===== src/rtl/jpeg_sos_gen.sv =====
// JPEG Start-Of-Scan header generator: emits FF DA, Ls, Ns, component selectors and Ss/Se/AhAl.
// Optional macro JPEG_SOS_GEN_LAST_EN drives out_last on the AhAl byte; otherwise out_last is tied to 0.
module jpeg_sos_gen (
  input  logic        clk,
  input  logic        rst,
  input  logic        start,
  input  logic [7:0]  ncomp,
  input  logic [3:0]  dc_ht_0,
  input  logic [3:0]  dc_ht_1,
  input  logic [3:0]  dc_ht_2,
  input  logic [3:0]  ac_ht_0,
  input  logic [3:0]  ac_ht_1,
  input  logic [3:0]  ac_ht_2,
  input  logic [23:0] spec,
  output logic [7:0]  out_byte,
  output logic        out_valid,
  input  logic        out_ready,
  output logic        out_last,
  output logic        busy,
  output logic        done,
  output logic        err,
  output logic [2:0]  state_dbg
);

  // Handshake: a byte transfers on a rising edge where out_valid && out_ready; once out_valid
  // rises, out_byte and out_valid hold until that transfer happens.
  typedef enum logic [2:0] {IDLE, MARK, LEN, NCOMP, COMP, SPEC, DONE} state_t;

  state_t      state, state_d;
  logic [2:0]  cnt, cnt_d;
  logic [1:0]  ns_q;
  logic [2:0][3:0] dc_q, ac_q;
  logic [23:0] spec_q;
  logic        accept, ns_bad, fire, comp_end;
  logic [1:0]  idx;
  logic [3:0]  dc_sel, ac_sel;

  assign accept   = start && (state == IDLE);
  assign ns_bad   = (ncomp == 8'd0) || (ncomp > 8'd3);
  assign fire     = out_valid && out_ready;
  assign idx      = cnt[2:1];
  assign comp_end = (cnt == (({1'b0, ns_q}) << 1) - 3'd1);

  always_ff @(posedge clk or negedge rst) begin
    if (!rst) state <= IDLE;
    else      state <= state_d;
  end

  always_ff @(posedge clk or negedge rst) begin
    if (!rst) begin
      cnt    <= 3'd0;
      ns_q   <= 2'd0;
      dc_q   <= '0;
      ac_q   <= '0;
      spec_q <= 24'd0;
      err    <= 1'b0;
    end else begin
      cnt <= cnt_d;
      if (accept) begin
        ns_q   <= ncomp[1:0];
        dc_q   <= {dc_ht_2, dc_ht_1, dc_ht_0};
        ac_q   <= {ac_ht_2, ac_ht_1, ac_ht_0};
        spec_q <= spec;
        err    <= ns_bad;
      end
    end
  end

  always_comb begin
    dc_sel = dc_q[2];
    ac_sel = ac_q[2];
    case (idx)
      2'd0: begin dc_sel = dc_q[0]; ac_sel = ac_q[0]; end
      2'd1: begin dc_sel = dc_q[1]; ac_sel = ac_q[1]; end
      default: ;
    endcase
  end

  always_comb begin
    state_d   = state;
    cnt_d     = cnt;
    out_valid = 1'b0;
    out_byte  = 8'h00;
    if (fire) cnt_d = cnt + 3'd1;
    case (state)
      IDLE: begin
        // An illegal Ns skips the byte stream entirely and still produces a done pulse.
        if (accept) state_d = ns_bad ? DONE : MARK;
      end
      MARK: begin
        out_valid = 1'b1;
        out_byte  = (cnt == 3'd0) ? 8'hFF : 8'hDA;
        if (fire && cnt == 3'd1) begin state_d = LEN; cnt_d = 3'd0; end
      end
      LEN: begin
        out_valid = 1'b1;
        out_byte  = (cnt == 3'd0) ? 8'h00 : 8'd6 + {5'd0, ns_q, 1'b0};
        if (fire && cnt == 3'd1) begin state_d = NCOMP; cnt_d = 3'd0; end
      end
      NCOMP: begin
        out_valid = 1'b1;
        out_byte  = {6'd0, ns_q};
        if (fire) begin state_d = COMP; cnt_d = 3'd0; end
      end
      COMP: begin
        // Even count: component selector Cs = k+1; odd count: {DC id, AC id}.
        out_valid = 1'b1;
        out_byte  = cnt[0] ? {dc_sel, ac_sel} : {6'd0, idx} + 8'd1;
        if (fire && comp_end) begin state_d = SPEC; cnt_d = 3'd0; end
      end
      SPEC: begin
        out_valid = 1'b1;
        case (cnt)
          3'd0:    out_byte = spec_q[23:16];
          3'd1:    out_byte = spec_q[15:8];
          default: out_byte = spec_q[7:0];
        endcase
        if (fire && cnt == 3'd2) begin state_d = DONE; cnt_d = 3'd0; end
      end
      DONE: begin
        state_d = IDLE;
        cnt_d   = 3'd0;
      end
      default: begin
        state_d = IDLE;
        cnt_d   = 3'd0;
      end
    endcase
  end

  assign busy      = (state != IDLE);
  assign done      = (state == DONE);
  assign state_dbg = state;

`ifdef JPEG_SOS_GEN_LAST_EN
  assign out_last = (state == SPEC) && (cnt == 3'd2);
`else
  assign out_last = 1'b0;
`endif

endmodule


===== config.mk =====
export PLATFORM = sky130hd
export DESIGN_NAME = jpeg_sos_gen
export DESIGN_NICKNAME = d
export VERILOG_FILES = /design/src/rtl/jpeg_sos_gen.sv
export SDC_FILE = /design/constraint.sdc
export NUM_CORES = 1
export LEC_CHECK = 0
export BUFFER_PORTS_ARGS = -buffer_cell sky130_fd_sc_hd__buf_2
export CAP_MARGIN = 40
export CORE_MARGIN = 1.5
export CORE_UTILIZATION = 30
export DETAILED_ROUTE_END_ITERATION = 7
export PLACE_DENSITY = 0.48
export SETUP_SLACK_MARGIN = 0.15
export SKIP_CTS_REPAIR_TIMING = 1
export SLEW_MARGIN = 20
export SYNTH_ARGS = -nofsm -noshare
export SYNTH_HDL_FRONTEND = slang
export SYNTH_SLANG_ARGS = --single-unit

===== constraint.sdc =====
create_clock -name clk -period 3.48 [get_ports clk]
set_input_delay 0.522 -clock clk [delete_from_list [all_inputs] [get_ports clk]]
set_output_delay 0.522 -clock clk [all_outputs]
set_load 0.01 [all_outputs]

After elaboration in Yosys (flattened, before gate mapping) --
Index checks and enable logic that the tools add are counted.
Word-level totals: bits in registers 57, input bits 60, output and inout bits 16, word-level logic and storage cells 68
Operators by class: $add $sub $neg 4, magnitude comparators 1, eq/ne operators 16, muxes and demuxes 22, reductions and logical operators 14
Operators by type and width (count):
- 8-bit one-hot mux with 5 select lines | 1
- 3-bit two-way mux | 12
- 3-bit one-hot mux with 6 select lines | 1
- 4-bit one-hot mux with 2 select lines | 2
- 8-bit one-hot mux with 2 select lines | 1
- 3-bit one-hot mux with 5 select lines | 1
- 2-bit inequality test (second input constant) | 6
- 3-bit by 2-bit == test with 1-bit output (second input constant) | 3
- 3-bit == test (second input constant) | 3
- 8-bit by 2-bit > comparator with 1-bit output (second input constant) | 1
- 8-bit zero test | 1
- 8-bit two-way mux | 1
- 3-bit by 1-bit == test with 1-bit output (second input constant) | 2
- 3-bit zero test | 2
- 6-bit two-way mux | 1
- 6-bit AND reduction | 1
- 1-bit logical AND | 5
- 5-bit OR reduction | 1
- 3-bit by 3-bit adder with 4-bit output (first input constant) | 1
- 4-bit two-way mux | 1
- 2-bit by 1-bit adder with 3-bit output (second input constant) | 1
- 3-bit by 1-bit adder with 3-bit output (second input constant) | 1
- 3-bit == test | 1
- 3-bit nonzero test | 1
- 6 further kinds | 6

Longest topological paths before layout --
word-level depth 7, gate-level depth with buffers 9, depth with buffers taken out 7

Worst setup path before layout --
Ideal clock, no wire load.
kind reg-to-output, start point register cnt[2], end point output port out_byte[0], arrival time 1.809 ns, required time 2.958 ns, slack 1.149 ns, stages on the path, launching flop included 9, path buffers 2, cells stage by stage dfrtp_1 buf_4 inv_1 ha_1 clkbuf_1 nor2_1 a22oi_1 nand3_1 a221o_1
Between the ends: cells in the longest elaborated chain, start to end 4, elaborated cells between the ends (all ways) 10, those cells by class 2 x eq/ne; 6 x mux; 2 x reduce/logical
Ends and longest elaborated chain:
- start: declaration | RTL line 30 | logic [2:0] cnt, cnt_d;
- start signal: assignment | RTL line 58 | cnt <= cnt_d;
- 2-bit by 1-bit == test with 1-bit output / 2-bit zero test (equally long branches) | RTL line 72 | case (idx)
- 4-bit one-hot mux with 2 select lines | RTL line 72
- 8-bit two-way mux | RTL line 108 | out_byte = cnt[0] ? {dc_sel, ac_sel} : {6'd0, idx} + 8'd1;
- 8-bit one-hot mux with 5 select lines (*) | RTL line 85 | case (state)
- end: declaration | RTL line 15 | output logic [7:0] out_byte,
Every way passes the cells marked *; elsewhere a longest branch is shown, timed or not.

Worst setup path in the final report --
Ends and elaborated chain as after synthesis.

==> results.sh <==
export IMPL_clock_latency_ps=340
export IMPL_syn_to_final_growth_pct=22.8
export IMPL_grt_first_pass_wirelength_mm=13.0
export IMPL_via_count=2380
export IMPL_skew_ps=11.0
export IMPL_cap_violations=0
export IMPL_drc=0
export IMPL_gp_congestion=0.905
export IMPL_drive_above_1_share_pct=32.1
export IMPL_crit_fanout=14
export IMPL_synth_most_common_cell="dfrtp_1"
export IMPL_met3_usage_pct=4.53
export IMPL_yosys_cell_types_count=48
export IMPL_drt_iter0_markers=87
export IMPL_final_nets=407
export IMPL_fill_cells=1031
export IMPL_synth_compound_area_share_pct=17.7
export IMPL_drt_wl_total_mm=8.02
export IMPL_die_w_um=104
export IMPL_tightest_slew_ps=571
export IMPL_power_leakage_nw=1.67
export IMPL_fin_total_pwr_mw=3.48
export IMPL_grt_pass1_vias=2462
export IMPL_final_setup_viol_count=0
export IMPL_crit_slowest_cell="dfrtp_1"
export IMPL_io_pins=76
export IMPL_firstDrtPassIters=4
export IMPL_yosysTopAreaCellShare_pct=46.9
export IMPL_hold_viol=0
export IMPL_fp_dieH_um=104
export IMPL_period_needed_ps=3090
export IMPL_cts_sinks=57
export IMPL_slowest_delay_ps=520
export IMPL_finalCritPeriodShare_pct=88.9
export IMPL_relSlewSlack_pct=62.0
export IMPL_grt_remaining_overflow=0
export IMPL_critPathCaptureType="output pin"
export IMPL_rsz0062_at_grt="false"
export IMPL_ir_drop_mv=0.268
export IMPL_status="finished, final reports clean"
export IMPL_multiInputGateArea_sq_um=1480
export IMPL_vias_per_cell=5.00
export IMPL_ys_ff_latch=57
export IMPL_cts_made_buffers=9
export IMPL_synth_edf_count=0
export IMPL_post_dp_hpwl_mm=6.11
export IMPL_ys_warn_count=0
export IMPL_synth_mux_area_share_pct=17.8
export IMPL_insertedDiodeCount=0
export IMPL_synth_simple_area_share_pct=8.48
export IMPL_worstPathCellList="inv_1 > ha_1 > nor2_2 > a22oi_1 > nand3_1 > a221o_1 > buf_2"
export IMPL_hold_class="input pin to async pin"
export IMPL_async_reset_ff_share_pct=100
export IMPL_cts_htree_levels=3
export IMPL_use_met2_pct=25.5
export IMPL_wl_per_cell_um=16.9
export IMPL_grt_use_total_pct=15.8
export IMPL_required_ps=2960
export IMPL_busiest_layer="met2"
export IMPL_start_util_pct=31.0
export IMPL_setup_tns_final_ps=0
export IMPL_yosys_area_top_type="dfrtp_1"
export IMPL_die_area_sq_um=10700
export IMPL_netlist_top_cells_count="dfrtp_1, mux2_1, a21oi_1"
export IMPL_cellPowerDensity_nw_per_um2=932
export IMPL_critical_path_class="register to output pin"
export IMPL_syn_nets=334
export IMPL_cts_root_buf="clkbuf_8"
export IMPL_start_kind="register"
export IMPL_seq_area_sq_um=1430
export IMPL_use_met1_pct=19.7
export IMPL_ant_nets=0
export IMPL_portBuffers=74
export IMPL_worstPathArrival_ps=2570
export IMPL_drv_slew=0
export IMPL_cts_tree="yes"
export IMPL_ys_top_cells_by_area="dfrtp_1, mux2_1, ha_1, a21oi_1, o21ai_0"
export IMPL_grt_antenna_before_repair=0
export IMPL_rows=36
export IMPL_syn_cell_area_sq_um=3040
export IMPL_core_sq_um=9820
export IMPL_synth_flop_cell="dfrtp_1"
export IMPL_postSynthAreaPerCell_sq_um=11.5
export IMPL_fmax_mhz=323
export IMPL_clk_path_buf_depth=2
export IMPL_synth_xor_area_share_pct=0.576
export IMPL_synth_fa_ha_area_share_pct=3.70
export IMPL_synth_cells=265
export IMPL_yosysSeqAreaShare_pct=46.9
export IMPL_grt_max_degree=28
export IMPL_clk_pin_slew_ps=80
export IMPL_synth_top_family_by_area="multiplexers"
==> per-layer routing <==
metal | share of wire [%] | up-vias
li1 | - | 1122
met1 | 44 | 1185
met2 | 49 | 56
met3 | 4.5 | 17
met4 | 2.5 | 0
met5 | 0 | -
==> cell type report <==
cell class                      count  share of cell area [%]
Clock buffer                       11                    4.05
Clock inverter                      5                    1.68
Inverter                            8                   0.804
Multi-Input combinational cell    183                    39.5
Sequential cell                    57                    38.2
Tap cell                          133                    4.46
Timing Repair Buffer               79                    11.3
==> cells in the final DEF, fill, tap and decap left out, types with 7 or more instances in the layout <==
cell type  count
a22o_1         7
nand2_1       15
o21ai_0       17
ha_1           9
mux2_1        44
buf_2         74
a21oi_1       21
nor2_1         8
dfrtp_1       57
a22oi_1        8
inv_1          8
clkbuf_8      11
==> registers in the layout (all words and copies together), names as in the netlist <==
| signal | cells |
|---|---|
| ac_q | 12 |
| cnt | 3 |
| err | 1 |
| spec_q | 24 |
| ns_q | 2 |
| state_dbg | 3 |
| dc_q | 12 |
==> where the power goes <==
| part | leakage [nW] | switching, mW | internal, mW | total, mW |
|---|---|---|---|---|
| Combinational | 0.892 | 0.812 | 0.704 | 1.52 |
| Sequential | 0.679 | 0.301 | 0.996 | 1.30 |
| Clock | 0.102 | 0.292 | 0.373 | 0.666 |
==> per-stage QoR <==
stage	instances	worst slack, ps	hold slack (ps)	utilization, %	instance area [sq um]
final	476	387	122	38.0	3730
after detailed placement	460	574	478	35.8	3510
after global routing	476	178	148	38.0	3730
after global placement	459	559	469	35.6	3490
after CTS	476	183	125	38.0	3730
after floorplan	265	1150	226	-	3040
==> kinds of logic after synthesis <==
| kind of cell | Yosys count |
|---|---|
| AOI/OAI and AO/OA | 76 |
| xor gates and xnor gates | 2 |
| adders and majority gates | 9 |
| buffers and inverters | 25 |
| DFF | 57 |
| muxes | 48 |
| other | 1 |
| and+or+nand+nor | 47 |
==> worst max-delay path: cells and delay by family, from the launching register on <==
kind / cells / cell delay [ps]
flops: 1 / 520
fa+ha+maj: 1 / 460
buf+inv: 2 / 410
simple gates: 2 / 290
compound gates: 2 / 530
==> final timing paths <==
path	from	endpoint	slack, ps	cells past startpoint
max	cnt[2]	out_byte[0]	390	7
min	rst	state_dbg[0]	120	1
max reg2reg	state_dbg[1]	dc_q[11]	1100	4
min reg2reg	dc_q[2]	dc_q[2]	490	1
max in group asynchronous	rst	spec_q[9]	2840	2
min in group clk	spec[11]	spec_q[11]	390	2
Note: power is estimated with default switching activity, not from simulation.
